--- config.mk ---
export PLATFORM = sky130hd
export DESIGN_NAME = bram_loader
export DESIGN_NICKNAME = d
export VERILOG_FILES = /design/src/rtl/bram_pkg.sv /design/src/rtl/cmd_edge_detect.sv /design/src/rtl/bram_loader.sv
export SDC_FILE = /design/constraint.sdc
export NUM_CORES = 1
export LEC_CHECK = 0
export ABC_AREA = 1
export CAP_MARGIN = 40
export CORE_ASPECT_RATIO = 2
export CORE_MARGIN = 2
export CORE_UTILIZATION = 47
export DETAILED_ROUTE_END_ITERATION = 12
export PLACE_DENSITY = 0.95
export SETUP_SLACK_MARGIN = 0.1
export SYNTH_ARGS = -nofsm -noshare
export SYNTH_HDL_FRONTEND = slang
export SYNTH_HIERARCHICAL = 1
export SYNTH_SLANG_ARGS = --single-unit
--- constraint.sdc ---
create_clock -name clk -period 2.67 [get_ports clk]
set_clock_uncertainty 0.05 [all_clocks]
set_input_delay 0.267 -clock clk [delete_from_list [all_inputs] [get_ports clk]]
set_output_delay 0.267 -clock clk [all_outputs]
set_load 0.05 [all_outputs]
--- src/rtl/bram_pkg.sv ---
// Shared definitions for the BRAM table loader: command mode encodings, FSM
// state type, table geometry and the word-address helper.
// The verify states only exist when BRAM_LOADER_VERIFY_EN is defined.
package bram_pkg;

  localparam int         NUM_WORDS  = 8;
  localparam int         WORD_BYTES = 4;
  localparam int         IDX_W      = 3;
  localparam logic [3:0] WE_ALL     = 4'hF;

  typedef enum logic [1:0] {
    MODE_WRITE1 = 2'b00,
    MODE_FILL   = 2'b01,
    MODE_CLEAR  = 2'b10,
    MODE_RSVD   = 2'b11
  } mode_t;

  typedef enum logic [2:0] {
    ST_IDLE  = 3'd0,
    ST_WRITE = 3'd1,
`ifdef BRAM_LOADER_VERIFY_EN
    ST_VRD   = 3'd2,
    ST_VWAIT = 3'd3,
    ST_VCMP  = 3'd4,
`endif
    ST_DONE  = 3'd5
  } loader_state_t;

  // Byte address of table word idx; wraps modulo 2^32 past the top of memory.
  function automatic logic [31:0] word_addr(input logic [31:0] base,
                                            input logic [IDX_W-1:0] idx);
    return base + {27'd0, idx, 2'b00};
  endfunction

endpackage

--- src/rtl/cmd_edge_detect.sv ---
// Registers the GPIO start bit and produces a one-cycle pulse on the clock
// edge where it is first sampled high after a low sample. The first sample
// after reset only primes the detector, so a level held high through reset
// does not launch a command.
module cmd_edge_detect (
  input  logic clk,
  input  logic reset,
  input  logic level,
  output logic rise
);

  logic level_q;
  logic armed_q;

  // Previous-sample register plus a primed flag set one cycle after reset.
  always_ff @(posedge clk or negedge reset) begin
    // NOTE: sequential state uses non-blocking assignments so every flop
    // samples the pre-edge values regardless of statement order.
    if (!reset) begin
      level_q <= 1'b0;
      armed_q <= 1'b0;
    end else begin
      level_q <= level;
      armed_q <= 1'b1;
    end
  end

  assign rise = armed_q & level & ~level_q;

endmodule

--- src/rtl/bram_loader.sv ---
// GPIO-driven writer for the 8-word BRAM table. A rising edge on
// gpio_cmdreg[0] launches WRITE1 / FILL / CLEAR (or flags the reserved
// mode); writes go out on BRAM port B and status returns on gpio_status.
// Optional read-back verify is compiled in with BRAM_LOADER_VERIFY_EN.
module bram_loader
  import bram_pkg::*;
#(
  parameter logic [31:0] ADDR_BASE  = 32'h0,
  parameter int          RD_LATENCY = 1
) (
  input  logic        clk,
  input  logic        reset,
  input  logic [7:0]  gpio_cmdreg,
  input  logic [31:0] gpio_wdata,
  input  logic [31:0] bram_rd,
  output logic [31:0] bram_adr,
  output logic [31:0] bram_wdata,
  output logic        bram_en,
  output logic [3:0]  bram_we,
  output logic        done_pulse,
  output logic [7:0]  gpio_status
);

  logic start_rise;

  loader_state_t    state_q, state_d;
  mode_t            mode_q, mode_d;
  logic [IDX_W-1:0] idx_q, idx_d;
  logic [31:0]      data_q, data_d;
  logic             busy_q, busy_d;
  logic             done_q, done_d;
  logic             err_q, err_d;
  logic             ovr_q, ovr_d;
  logic [IDX_W-1:0] last_q, last_d;
  logic             pulse_d;
  logic             en_d;
  logic [3:0]       we_d;
  logic [31:0]      adr_d, wdata_d;
  logic             access_d;
  logic             last_word;

`ifdef BRAM_LOADER_VERIFY_EN
  logic [7:0] wait_q, wait_d;
`else
  // Read-back port and latency only matter when verify is compiled in.
  logic unused_rd;
  assign unused_rd = ^{bram_rd, RD_LATENCY[0]};
`endif

  logic unused_cmd;
  assign unused_cmd = ^gpio_cmdreg[2:1];

  cmd_edge_detect u_start (
    .clk   (clk),
    .reset (reset),
    .level (gpio_cmdreg[0]),
    .rise  (start_rise)
  );

  // Next-state, sticky status and registered-output values for the coming edge.
  always_comb begin
    // NOTE: every variable written here gets a default first, so no path
    // leaves one unassigned and no latch is inferred.
    state_d  = state_q;
    mode_d   = mode_q;
    idx_d    = idx_q;
    data_d   = data_q;
    done_d   = done_q;
    err_d    = err_q;
    ovr_d    = ovr_q;
    last_d   = last_q;
`ifdef BRAM_LOADER_VERIFY_EN
    wait_d   = wait_q;
`endif
    last_word = (mode_q == MODE_WRITE1) || (idx_q == IDX_W'(NUM_WORDS - 1));

    unique case (state_q)
      ST_IDLE: begin
        if (start_rise) begin
          mode_d = mode_t'(gpio_cmdreg[7:6]);
          data_d = (mode_d == MODE_CLEAR) ? 32'd0 : gpio_wdata;
          idx_d  = (mode_d == MODE_WRITE1) ? gpio_cmdreg[5:3] : '0;
          done_d = 1'b0;
          err_d  = 1'b0;
          ovr_d  = 1'b0;
          if (mode_d == MODE_RSVD) begin
            err_d   = 1'b1;
            state_d = ST_DONE;
          end else begin
            state_d = ST_WRITE;
          end
        end
      end
      ST_WRITE: begin
`ifdef BRAM_LOADER_VERIFY_EN
        state_d = ST_VRD;
`else
        if (last_word) begin
          state_d = ST_DONE;
        end else begin
          state_d = ST_WRITE;
          idx_d   = idx_q + 1'b1;
        end
`endif
      end
`ifdef BRAM_LOADER_VERIFY_EN
      ST_VRD: begin
        if (RD_LATENCY > 1) begin
          state_d = ST_VWAIT;
          wait_d  = 8'(RD_LATENCY - 2);
        end else begin
          state_d = ST_VCMP;
        end
      end
      ST_VWAIT: begin
        if (wait_q == 8'd0) state_d = ST_VCMP;
        else                wait_d  = wait_q - 8'd1;
      end
      ST_VCMP: begin
        if (bram_rd != data_q) err_d = 1'b1;
        if (last_word) begin
          state_d = ST_DONE;
        end else begin
          state_d = ST_WRITE;
          idx_d   = idx_q + 1'b1;
        end
      end
`endif
      ST_DONE:  state_d = ST_IDLE;
      default:  state_d = ST_IDLE;
    endcase

    // A start edge outside IDLE (DONE included) is dropped and remembered.
    if (start_rise && (state_q != ST_IDLE)) ovr_d = 1'b1;
    if (state_d == ST_DONE) done_d = 1'b1;
    // Last-index tracks each write but freezes once a verify error is seen.
    if ((state_d == ST_WRITE) && !err_d) last_d = idx_d;

    access_d = (state_d == ST_WRITE);
`ifdef BRAM_LOADER_VERIFY_EN
    access_d = access_d || (state_d == ST_VRD);
`endif
    en_d    = access_d;
    we_d    = (state_d == ST_WRITE) ? WE_ALL : 4'h0;
    adr_d   = access_d ? word_addr(ADDR_BASE, idx_d) : bram_adr;
    wdata_d = (state_d == ST_WRITE) ? data_d : bram_wdata;
    busy_d  = (state_d != ST_IDLE);
    pulse_d = (state_d == ST_DONE);
  end

  // State, command latches, sticky status and BRAM strobes all registered here.
  always_ff @(posedge clk or negedge reset) begin
    if (!reset) begin
      state_q    <= ST_IDLE;
      mode_q     <= MODE_WRITE1;
      idx_q      <= '0;
      data_q     <= '0;
      busy_q     <= 1'b0;
      done_q     <= 1'b0;
      err_q      <= 1'b0;
      ovr_q      <= 1'b0;
      last_q     <= '0;
      done_pulse <= 1'b0;
      bram_en    <= 1'b0;
      bram_we    <= 4'h0;
      bram_adr   <= '0;
      bram_wdata <= '0;
`ifdef BRAM_LOADER_VERIFY_EN
      wait_q     <= '0;
`endif
    end else begin
      state_q    <= state_d;
      mode_q     <= mode_d;
      idx_q      <= idx_d;
      data_q     <= data_d;
      busy_q     <= busy_d;
      done_q     <= done_d;
      err_q      <= err_d;
      ovr_q      <= ovr_d;
      last_q     <= last_d;
      done_pulse <= pulse_d;
      bram_en    <= en_d;
      bram_we    <= we_d;
      bram_adr   <= adr_d;
      bram_wdata <= wdata_d;
`ifdef BRAM_LOADER_VERIFY_EN
      wait_q     <= wait_d;
`endif
    end
  end

  assign gpio_status = {1'b0, last_q, ovr_q, err_q, done_q, busy_q};

endmodule

# Yosys cells after proc, flatten, opt, wreduce, memory -nomap -nowiden
# Index checks and enable logic that the tools add are counted.
# classes
n_mux,19
eq_ne,6
n_lt_le_gt_ge,0
n_mul,0
n_reduce_logical,16
div_mod_pow,0
add_sub_neg,1
n_bitwise,3
n_shift,0
# ops
op,n
$mux W32,3
$mux W3,6
$pmux W3 S2,2
$reduce_bool A2 Y1,4
$mux W1,7
$eq A3 B1 Y1 const B,2
$eq A3 B3 Y1 const B,2
$reduce_and A2 Y1,3
$reduce_bool A3 Y1,2
$eq A2 B2 Y1 const B,2
$logic_not A2 Y1,2
$mux W4,1
$add A3 B1 Y3 const B,1
$logic_not A3 Y1,1
$and A1 B1 Y1,2
$logic_and A1 B1 Y1,2
$logic_not A1 Y1,1
$logic_or A1 B1 Y1,1
$not A1 Y1,1
# totals
latch_bits,0
mem_count,0
in_bits,74
rom_bits,0
mem_bits_rw,0
regBits,90

# Logic depth before layout (Yosys ltp)
# Gate-level depths: netlist (run 1).
# logic_depth
word_depth,7
mapped_depth,11
mapped_depth_nobuf,10

# Cells and area by module
# The synthesis (run 1) kept the hierarchy.
# modules_own_cells
mod,area_each_um2,cells_per_inst,n_inst,seq_area_each_um2
bram_loader,3744.8,434,1,2102.0
cmd_edge_detect,63.8,5,1,50.0

# Worst setup path before layout (run 1)
# No wires, ideal clock.
# synth_path
kind,register to register
from,reg idx_q[0]
to,reg bram_wdata[0]
required_time_ns,2.502
path_stages_with_launch,10
synth_period_minus_slack_ns,1.706
slack_ns,0.964
arrival_time_ns,1.538
path_cell_list,dfrtp_1 > ha_1 > ha_1 > inv_1 > o21ai_1 > nand2_2 > nand3_4 > buf_4 > nand2_1 > nand2_1
# synth_via
elab_chain_len,5
# synth_rtl
element,line_no,text
start: declaration,bram_loader.sv:28,"logic [IDX_W-1:0] idx_q, idx_d;"
start signal: assignment,bram_loader.sv:174,idx_q <= idx_d;
$eq A3 B3 Y1,bram_loader.sv:75,last_word = (mode_q == MODE_WRITE1) || (idx_q == IDX_W'(NUM_WORDS - 1));
$logic_or A1 B1 Y1,bram_loader.sv:75,
$mux W3,bram_loader.sv:98,if (last_word) begin
$pmux W3 S2,bram_loader.sv:77,unique case (state_q)
$eq A3 B1 Y1,bram_loader.sv:146,wdata_d = (state_d == ST_WRITE) ? data_d : bram_wdata;
end signal: assignment,bram_loader.sv:185,bram_wdata <= wdata_d;
end: declaration,bram_loader.sv:17,"output logic [31:0] bram_wdata,"
# No other way between the ends.
# A chain may end at the register's enable or synchronous reset.

# Worst setup path after layout (run 1)
# layout_path
from,reg idx_q[0]
to,reg bram_wdata[7]
# The elaborated chain is that of the path after synthesis.

==> metrics.md, run 1 <==
| Metric | Value |
|---|---|
| Share of flip-flops with an asynchronous set or reset | `100%` |
| Vias in the first global route | `3011` |
| Critical path startpoint category | `flop` |
| Filler instances | `667` |
| First-pass GRT wire length | `14300 um` |
| Clock sink count | `86` |
| Syn avg cell area | `8.68 um2` |
| Std cell rows | `46` |
| Final Routed Wirelength | `8610 um` |
| CP max stage delay | `430 ps` |
| Largest net degree at the start of global routing | `52` |
| Main synth FF type | `dfrtp_1` |
| Syn. warnings | `6` |
| RSZ-0062 raised after global routing | `false` |
| Crit-path max FO | `33` |
| Post-Synthesis Cells | `439` |
| Max-slew violations | `0` |
| Worst-case clock buffer depth | `2` |
| Maximum clock rate | `455 MHz` |
| Yosys top cell area share | `56.5%` |
| DP HPWL | `6310 um` |
| Yosys reg bits | `86` |
| Root Driver | `clkbuf_16` |
| Total power draw | `4.56 mW` |
| Routed via count | `3019` |
| Area grow syn2layout | `27.9%` |
| IO Pins | `152` |
| Gpl congestion | `0.860` |
| R2R cell count | `9` |
| Hold Path Stages | `1` |
| Largest family of logic cells by synthesized area | `simple AND/OR/NAND/NOR gates` |
| Multi-input gate area | `1290 um2` |
| Clock latency on the worst-skew pair | `330 ps` |
| CTS tree | `yes` |
| Final hold violations | `0` |
| DR DRC count | `0` |
| Final Cycle Share | `82.3%` |
| Largest cells by area after synthesis | `dfrtp_1, nand2_1, buf_4` |
| Post-placement cell count | `605` |
| CP Depth | `9` |
| Hold crit path type | `in -> reg` |
| Netlist area before placement | `3810 um2` |
| Post-CTS Resized | `0` |
| Final core utilization | `61.8%` |
| N_diodes | `0` |
| Final non-filler cell total | `622` |
| Register area | `2150 um2` |
| Crit path DAT | `2410 ps` |
| Hold_ws | `389 ps` |
| Crit end category | `flop` |
| Worst-path clk slew | `60 ps` |
| Die X | `67.7 um` |
| Total negative slack | `0 ps` |
| H-tree Lvls | `3` |
| Fraction of layout cells with a size suffix above 1 | `7.41%` |
| Vias/cell | `4.85` |
| Synth Area in XOR/XNOR | `0%` |
| DIE AREA | `8880 um2` |
| Initial DRC count | `123` |
| Die H | `131 um` |
| Core area | `7890 um2` |
| Number of synthesized flops with an enable pin | `0` |
| WP data required | `2890 ps` |
| Crit path max-delay family | `simple AND/OR/NAND/NOR gates` |
| Routed len/inst | `13.8 um` |
| Sequential fraction of the synthesis area | `56.5%` |
| Synth Area in Adders | `0.657%` |
| Max VDD drop | `0.632 mV` |
| Synth Area in Simple Gates | `25.4%` |
| Buf+Inv Stages, Crit Path | `2` |
| Synth Area in Compound Gates | `4.73%` |
| DRT Pass-1 Iters | `4` |
| Most common cell in the netlist | `nand2_1` |
| Post-route ant nets | `0` |
| Crit path cell chain | `ha_1 -> ha_1 -> inv_1 -> o21ai_1 -> nand2_2 -> nand3_4 -> inv_4 -> nand2_1 -> nand2_1` |
| GRT Total Usage | `21.4%` |
| Nets | `597` |
| Slew HR | `57.8%` |
| # setup viols final | `0` |
| Port bufs | `87` |
| GRT overflow | `0` |
| Cell taking the most area after synthesis | `dfrtp_1` |
| Post-synthesis cell type count | `23` |
| Starting density of the core | `48.3%` |
| Post-synth top cells | `nand2_1, dfrtp_1, buf_4` |
| Num CTS Buffers | `9` |
| Least-Margin Pin Slew | `634 ps` |
| Cell Pwr Density | `936 nW/um2` |
| # Max-Cap Violations | `0` |
| Leak | `2.52 nW` |
| Multiplexer area fraction after synthesis | `0%` |
| Outcome | `completed` |
| Min Tclk post-route | `2200 ps` |
| CP max-delay cell | `dfrtp_1` |
| Initial antenna violation count | `0` |
| WS Path Type | `reg -> reg` |
-- through the flow --
step / worst slack, ps / area, um2
finish: 473 / 4870
global route: 284 / 4870
CTS: 443 / 4870
detailed placement: 302 / 4580
global placement: 385 / 4580
floorplan: 964 / 3920
-- worst register-to-register path: stages, from the launching register on --
cell,delay [ps]
dfrtp_1,430
ha_1,220
ha_1,180
inv_1,100
o21ai_1,170
nand2_2,180
nand3_4,230
inv_4,370
nand2_1,110
nand2_1,80
-- state kept, by name, summed over array words and instances, names as in the netlist --
name / count
bram_wdata: 32
data_q: 32
bram_adr: 3
idx_q: 3
last_q: 3
state_q: 3
mode_q: 2
bram_we: 1
busy_q: 1
done_pulse: 1
done_q: 1
err_q: 1
ovr_q: 1
u_start/armed_q: 1
u_start/level_q: 1
-- path summary, 6_finish.rpt --
path | slack [ps] | from | endpoint
worst max-delay path | 470 | idx_q[0]$_DFF_PN0_ | bram_wdata[7]$_DFFE_PN0P_
worst max register to register | 470 | idx_q[0]$_DFF_PN0_ | bram_wdata[7]$_DFFE_PN0P_
min in group asynchronous | 440 | reset | data_q[19]$_DFF_PN0_
worst min register to register | 430 | last_q[1]$_DFFE_PN0P_ | last_q[1]$_DFFE_PN0P_
worst min-delay path | 390 | gpio_cmdreg[0] | u_start/level_q$_DFF_PN0_
max in group asynchronous | 1420 | reset | bram_adr[2]$_DFFE_PN0P_
-- routing by layer --
metal	global-route usage, %	share of wire, %	up-vias
met3	4.20	5.5	24
met5	0	0	-
met2	36.9	56	122
li1	-	-	1449
met1	23.8	35	1424
met4	11.1	3.6	0
-- placed cells by master, fill, tap and decap left out, types with 2 or more instances in the layout --
| cell | instances |
|---|---|
| nand2_1 | 206 |
| dfrtp_1 | 86 |
| clkdlybuf4s50_1 | 86 |
| o21ai_1 | 34 |
| conb_1 | 32 |
| inv_1 | 16 |
| nand3_1 | 16 |
| clkbuf_16 | 9 |
| buf_4 | 7 |
| nor2_2 | 4 |
| nand2_2 | 4 |
| nor2_1 | 4 |
| inv_2 | 3 |
| o21ai_0 | 2 |
| ha_1 | 2 |
| clkinv_4 | 2 |
| clkinvlp_4 | 2 |
-- kinds of logic after synthesis --
logic type | Yosys count
DFF | 86
AOI/OAI and AO/OA | 36
and+or+nand+nor | 239
buffers and inverters | 74
adders and majority gates | 2
other | 2
-- layout make-up --
type	count	area share, %
clock inverter	6	0.950
clock buffer	10	4.90
inverter	20	1.59
sequential	86	44.2
timing repair buffer	95	19.4
tap	96	2.47
multi-input combinational	309	26.6
-- power by group --
group	leakage (nW)	internal (mW)	switching, mW
logic	1.27	0.517	1.13
registers	1.11	1.60	0.160
clock network	0.135	0.659	0.502
total	2.52	2.77	1.79
-- timing repair --
action | CTS | global route
endpoints found under the hold margin | 49 | 0
hold buffers | 1 | 0
buffers inserted | 0 | 0
No activity file was read; power rests on OpenSTA's default activity.
==> run 2: changes to the inputs <==
- CORE_UTILIZATION: 47 -> 43
- PLACE_DENSITY: 0.95 -> 0.89
- clock period: 2.67 -> 2.2 ns (I/O delays scaled with it)
==> run 2 against run 1 <==
Total power is 31% higher. Clock-buffer cell count stayed put. Die area is 8.9% higher. First-iteration DRC count is 55% higher. Critical path depth is 1 higher. Sequential share of layout area is 1.0 points lower. Worst setup slack worse by 180 ps. Final cell count is 0.64% higher. Wire length is 1.2% lower. Register-to-register slack worse by 180 ps. Critical path type unchanged. Non-clock buffer count stayed put. Core utilization is 4.1 points lower.
==> metrics.md, run 2 (synthesis results as in run 1) <==
| Metric | Value |
|---|---|
| Least-Margin Pin Slew | `561 ps (-72.4 ps)` |
| Final Cycle Share | `86.7% (+4.4 points)` |
| Nets | `597 (unchanged)` |
| Hold crit path type | `in -> async` |
| Hold_ws | `227 ps (-162 ps)` |
| Total negative slack | `0 ps (unchanged)` |
| Crit end category | `flop` |
| IO Pins | `152 (unchanged)` |
| Gpl congestion | `0.877 (+2.1%)` |
| GRT overflow | `0 (unchanged)` |
| Total power draw | `5.99 mW (+31%)` |
| CTS tree | `yes` |
| Root Driver | `clkbuf_16` |
| Initial antenna violation count | `0 (unchanged)` |
| WS Path Type | `reg -> reg` |
| DR DRC count | `0 (unchanged)` |
| Outcome | `completed` |
| Max VDD drop | `0.651 mV (+2.9%)` |
| N_diodes | `0 (unchanged)` |
| Initial DRC count | `191 (+55%)` |
| DIE AREA | `9670 um2 (+8.9%)` |
| Num CTS Buffers | `9 (unchanged)` |
| Crit-path max FO | `11 (-67%)` |
| WP data required | `2420 ps (-470 ps)` |
| Top flop regs | `bram_wdata: 32 flops, data_q: 32 flops` |
| Post-route ant nets | `0 (unchanged)` |
| Dpl cell area | `4590 um2 (+0.22%)` |
| Routed via count | `2993 (-0.86%)` |
| Clock sink count | `86 (unchanged)` |
| Cell Pwr Density | `1200 nW/um2 (+28%)` |
| Crit path DAT | `2120 ps (-290 ps)` |
| Fraction of layout cells with a size suffix above 1 | `7.60% (+0.19 points)` |
| Die H | `137 um (+4.4%)` |
| Most common cell after layout, fill and taps aside | `nand2_1` |
| First-pass GRT wire length | `13600 um (-4.6%)` |
| Final Routed Wirelength | `8500 um (-1.2%)` |
| Vias in the first global route | `2869 (-4.7%)` |
| Max-slew violations | `0 (unchanged)` |
| Std cell rows | `48 (+4.3%)` |
| Leak | `2.57 nW (+2.0%)` |
| Largest net degree at the start of global routing | `75 (+44%)` |
| Routed len/inst | `13.6 um (-1.9%)` |
| Slew HR | `62.5% (+4.7 points)` |
| # setup viols final | `0 (unchanged)` |
| Most frequent cells in the layout | `nand2_1, dfrtp_1, clkdlybuf4s50_1` |
| DP HPWL | `5920 um (-6.3%)` |
| R2R cell count | `10 (+1)` |
| Core area | `8650 um2 (+9.7%)` |
| Final hold violations | `0 (unchanged)` |
| Critical path startpoint category | `flop` |
| RSZ-0062 raised after global routing | `false` |
| Vias/cell | `4.78 (-1.5%)` |
| Area grow syn2layout | `30.9%` |
| H-tree Lvls | `3 (unchanged)` |
| GRT Total Usage | `18.3% (-3.1 points)` |
| Maximum clock rate | `525 MHz (+15%)` |
| Min Tclk post-route | `1910 ps (-291 ps)` |
| Clock latency on the worst-skew pair | `340 ps (about the same)` |
| Final Cell Area | `4990 um2 (+2.3%)` |
| DRT Pass-1 Iters | `5 (+1)` |
| Port bufs | `87 (unchanged)` |
| Worst-case clock buffer depth | `2 (unchanged)` |
| Worst-path clk slew | `60 ps (about the same)` |
| # Max-Cap Violations | `0 (unchanged)` |
| Die X | `70.6 um (+4.3%)` |
| Starting density of the core | `44.0% (-4.3 points)` |
==> run 2: changes by cell type in the layout (fill, tap and decap cells not counted) <==
cell        change
clkinv_4        -2
buf_4           -2
o21ai_2         +1
bufinv_16       +4
buf_6           +1
o21ai_1         -1
buf_12          +1
inv_4           -1
clkinvlp_4      -1
==> run 2: worst max-delay path, stage by stage, from the launching register on <==
cell	delay [ps]
dfrtp_1	430
ha_1	240
ha_1	190
inv_1	110
o21ai_2	110
nand2_2	130
nand3_4	110
buf_4	200
nor2_2	130
nand2_1	70
nand2_1	60
==> run 2: repair_timing <==
| action | CTS | global route |
|---|---|---|
| endpoints found under the hold margin | 12 | 0 |
| hold buffers | 1 | 0 |
| endpoints found under the setup margin | 0 | 32 |
| gates resized for setup | 0 | 3 |
| setup buffers | 0 | 1 |
==> run 2: final cells by class <==
type	count	area (um2)
inverter	20	80.1
fill	749	3660
multi-input combinational	309	1300
timing repair buffer	95	960
sequential	86	2150
tap	100	125
clock buffer	10	239
clock inverter	6	133
==> run 2: worst paths after layout <==
kind                                       startpoint                          to  slack (ps)
max                                idx_q[0]$_DFF_PN0_       last_q[1]$_DFFE_PN0P_         290
min                                             reset  bram_wdata[18]$_DFFE_PN0P_         230
max reg2reg                        idx_q[0]$_DFF_PN0_       last_q[1]$_DFFE_PN0P_         290
min reg2reg                bram_wdata[24]$_DFFE_PN0P_  bram_wdata[24]$_DFFE_PN0P_         430
max in group asynchronous                       reset       mode_q[0]$_DFFE_PN0P_        1230
min in group clk                       gpio_cmdreg[0]   u_start/level_q$_DFF_PN0_         330
==> run 2: report_power, final <==
part / total [mW] / leakage [nW] / internal (mW) / switching, mW
clock network: 1.86 / 0.179 / 1.25 / 0.603
logic: 2.00 / 1.27 / 0.632 / 1.37
registers: 2.13 / 1.11 / 1.94 / 0.195
==> run 2: through the flow <==
step           worst slack, ps  utilization, %  instances
5_1_grt                    151            57.7        626
4_1_cts                    185            57.5        625
3_3_place_gp               149            53.0        608
6_report                   293            57.7        626
2_1_floorplan              494               -        469
3_5_place_dp              33.0            53.0        608
==> run 2: per-layer routing <==
layer	GRT usage, %	up-vias	part of all wire, %	wire (um)
li1	-	1448	-	-
met1	20.8	1402	36	3080
met2	31.9	115	55	4640
met3	3.31	28	5.0	429
met4	10.6	0	4.2	359
met5	0	-	0	0
==> run 3: changes to the inputs <==
- ABC_AREA: 1 -> unset
- CTS_CLUSTER_DIAMETER: unset -> 100
==> run 3 against run 2 <==
Sequential cell count stayed put. Via count is 14% lower. Worst setup slack worse by 200 ps. Fmax is 9.3% lower. Final area is 2.6% higher. Register-to-register slack worse by 200 ps. Die area is 3.0% lower. Clock-buffer cell count stayed put. Synthesized cell count is 26% lower. Critical path depth is 2 lower. Critical endpoint is now bram_wdata[22]$_DFFE_PN0P_. Largest power group is now combinational cells.
==> metrics.md, run 3 <==
| Metric | Value |
|---|---|
| Outcome | `completed` |
| Initial antenna violation count | `0 (unchanged)` |
| Final Cell Area | `5120 um2 (+2.6%)` |
| Hold_ws | `314 ps (+87.5 ps)` |
| # setup viols final | `0 (unchanged)` |
| Cell taking the most area after synthesis | `dfrtp_1` |
| Routed via count | `2579 (-14%)` |
| Main synth FF type | `dfrtp_1` |
| Syn. warnings | `6 (unchanged)` |
| Filler instances | `637 (-15%)` |
| Vias in the first global route | `2696 (-6.0%)` |
| Die X | `69.5 um (-1.5%)` |
| Final hold violations | `0 (unchanged)` |
| Share of flip-flops with an asynchronous set or reset | `100% (unchanged)` |
| Cell Pwr Density | `1280 nW/um2 (+6.9%)` |
| Final core utilization | `61.7% (+4.0 points)` |
| R2R cell count | `8 (-2)` |
| Final Routed Wirelength | `8440 um (-0.78%)` |
| Hold Path Stages | `1` |
| Clock sink count | `86 (unchanged)` |
| Post-route ant nets | `0 (unchanged)` |
| # Max-Cap Violations | `0 (unchanged)` |
| Syn avg cell area | `11.4 um2 (+31%)` |
| Max VDD drop | `0.751 mV (+15%)` |
| Gpl congestion | `0.804 (-8.4%)` |
| Buf+Inv Stages, Crit Path | `2 (unchanged)` |
| DP HPWL | `5600 um (-5.3%)` |
| GRT overflow | `0 (unchanged)` |
| Worst-case clock buffer depth | `2 (unchanged)` |
| Maximum clock rate | `476 MHz (-9.3%)` |
| Top flop regs | `bram_wdata: 32 flops, data_q: 32 flops` |
| Clock latency on the worst-skew pair | `340 ps (about the same)` |
| CP Depth | `8 (-2)` |
| N_diodes | `0 (unchanged)` |
| Least-Margin Pin Slew | `569 ps (+8.24 ps)` |
| Vias/cell | `4.92 (+2.9%)` |
| CTS tree | `yes` |
| Crit path DAT | `2280 ps (+160 ps)` |
| CP max stage delay | `400 ps (-30 ps)` |
| DRT Pass-1 Iters | `4 (-1)` |
| CP max-delay cell | `dfrtp_1` |
| Post-synth top cells | `dfrtp_1, nand2_1, buf_4` |
| DP Worst Slack | `-162 ps (-195 ps)` |
| Routed len/inst | `16.1 um (+19%)` |
| Hold crit path type | `in -> reg` |
| DIE AREA | `9380 um2 (-3.0%)` |
| Crit path max-delay family | `flip-flops` |
| Min Tclk post-route | `2100 ps (+196 ps)` |
| Largest cells by area after synthesis | `dfrtp_1, mux2_2, buf_4` |
| Nets | `497 (-17%)` |
| WP data required | `2370 ps (-50 ps)` |
| Crit end category | `flop` |
| Final Cycle Share | `95.6% (+8.9 points)` |
| Post-Synthesis Cells | `325 (-26%)` |
| Worst-path clk slew | `60 ps (about the same)` |
| Core area | `8290 um2 (-4.1%)` |
| Number of synthesized flops with an enable pin | `0 (unchanged)` |
| Std cell rows | `47 (-2.1%)` |
| Max-slew violations | `0 (unchanged)` |
| Largest net degree at the start of global routing | `46 (-39%)` |
| Num CTS Buffers | `9 (unchanged)` |
| H-tree Lvls | `3 (unchanged)` |
| Leak | `2.44 nW (-4.8%)` |
| RSZ-0062 raised after global routing | `true` |
| Area grow syn2layout | `38.7%` |
| WS Path Type | `reg -> reg` |
| Die H | `135 um (-1.5%)` |
| Initial DRC count | `121 (-37%)` |
| Fin worst setup slack | `97.9 ps (-196 ps)` |
| Port bufs | `87 (unchanged)` |
| Crit-path max FO | `6 (-5)` |
| Yosys reg bits | `86 (unchanged)` |
| Most frequent cells in the layout | `dfrtp_1, clkdlybuf4s50_1, nand2_1` |
| DR DRC count | `0 (unchanged)` |
| Crit path cell chain | `ha_2 -> ha_4 -> o21ba_4 -> a22oi_2 -> nor3_4 -> buf_6 -> clkbuf_16 -> mux2_2` |
| Yosys top cell area share | `58.3% (+1.8 points)` |
| Total power draw | `6.56 mW (+9.6%)` |
| Starting density of the core | `44.5% (+0.46 points)` |
| Sequential fraction of the synthesis area | `58.3% (+1.8 points)` |
| Slew HR | `61.9% (-0.55 points)` |
| Dpl cell area | `4580 um2 (-0.25%)` |
| Fraction of layout cells with a size suffix above 1 | `19.5% (+12 points)` |
| Critical path startpoint category | `flop` |
| IO Pins | `152 (unchanged)` |
| Post-synthesis cell type count | `30 (+30%)` |
| First-pass GRT wire length | `12900 um (-5.6%)` |
| Most common cell in the netlist | `dfrtp_1` |
| Netlist area before placement | `3690 um2 (-3.1%)` |
| Root Driver | `clkbuf_16` |
| GRT Total Usage | `17.7% (-0.59 points)` |
==> run 3: changes by cell type after synthesis, moves of 4 or more <==
| cell | delta |
|---|---|
| nand2_1 | -132 |
| mux2_2 | +36 |
| o21ai_1 | -34 |
| nand3_1 | +17 |
| inv_1 | -12 |
| buf_2 | +5 |
| nand2_2 | -4 |
| nor2_2 | -4 |
==> run 3: report_power, final <==
group          internal (mW)  switching [mW]
logic                   1.01            1.73
registers               2.04           0.244
clock network          0.915           0.620
total                   3.97            2.59
==> run 3: cell families (layout without fill, tap and decap cells) <==
logic type               count (synthesis)  count (layout)  share of synthesized area (%)
buffers and inverters                   58             129                           11.1
adder cells (fa/ha/maj)                  2               2                          0.678
AO/OA/AOI/OAI                           16              16                           2.98
multiplexers                            36              36                           11.0
AND/OR/NAND/NOR                        125             125                           15.8
other                                    2              32                          0.204
flip-flops                              86              86                           58.3
==> run 3: layout make-up <==
cell class	instances	area, um2	area share, %
multi-input combinational	211	1330	26.1
inverter	4	15.0	0.293
tap	98	123	2.40
clock buffer	10	239	4.67
timing repair buffer	109	1180	23.1
clock inverter	6	71.3	1.39
sequential	86	2150	42.1
==> run 3: repair_timing <==
action                                  in CTS  in global routing
endpoints found under the setup margin      32                 33
setup buffers                                5                  0
hold buffers                                 1                  0
pin swaps                                    1                  0
cloned                                       1                  3
resized for setup                            3                 18
endpoints found under the hold margin       41                  0
==> run 3: worst reg2reg max path, cell delays in order, from the launching register on <==
cell and delay [ps]:
dfrtp_1 400, ha_2 200, ha_4 160, o21ba_4 250, a22oi_2 90, nor3_4 180, buf_6 180, clkbuf_16 160
mux2_2 320
==> run 3: path summary, 6_finish.rpt <==
| path | start | endpoint | slack [ps] |
|---|---|---|---|
| setup reg to reg | idx_q[1]$_DFF_PN0_ | bram_wdata[22]$_DFFE_PN0P_ | 100 |
| max in group asynchronous | reset | data_q[27]$_DFF_PN0_ | 1120 |
| min in group asynchronous | reset | ovr_q$_DFFE_PN0P_ | 360 |
| hold reg to reg | data_q[18]$_DFF_PN0_ | data_q[18]$_DFF_PN0_ | 410 |
| setup / recovery | idx_q[1]$_DFF_PN0_ | bram_wdata[22]$_DFFE_PN0P_ | 100 |
| hold / removal | gpio_cmdreg[0] | u_start/level_q$_DFF_PN0_ | 310 |
==> run 3: metal layers <==
metal  track usage [%]  vias to the layer above  part of all wire (%)
met3              2.99                       19                   4.3
met1              17.6                     1262                    34
li1                  -                     1202                     -
met5                 0                        -                     0
met4              10.8                        0                   3.2
met2              33.6                       96                    59
==> run 3: per-stage QoR <==
step	instances	TNS [ps]
finish	524	0
global route	524	0
CTS	521	0
detailed placement	498	-4290
global placement	498	-401
floorplan	355	0
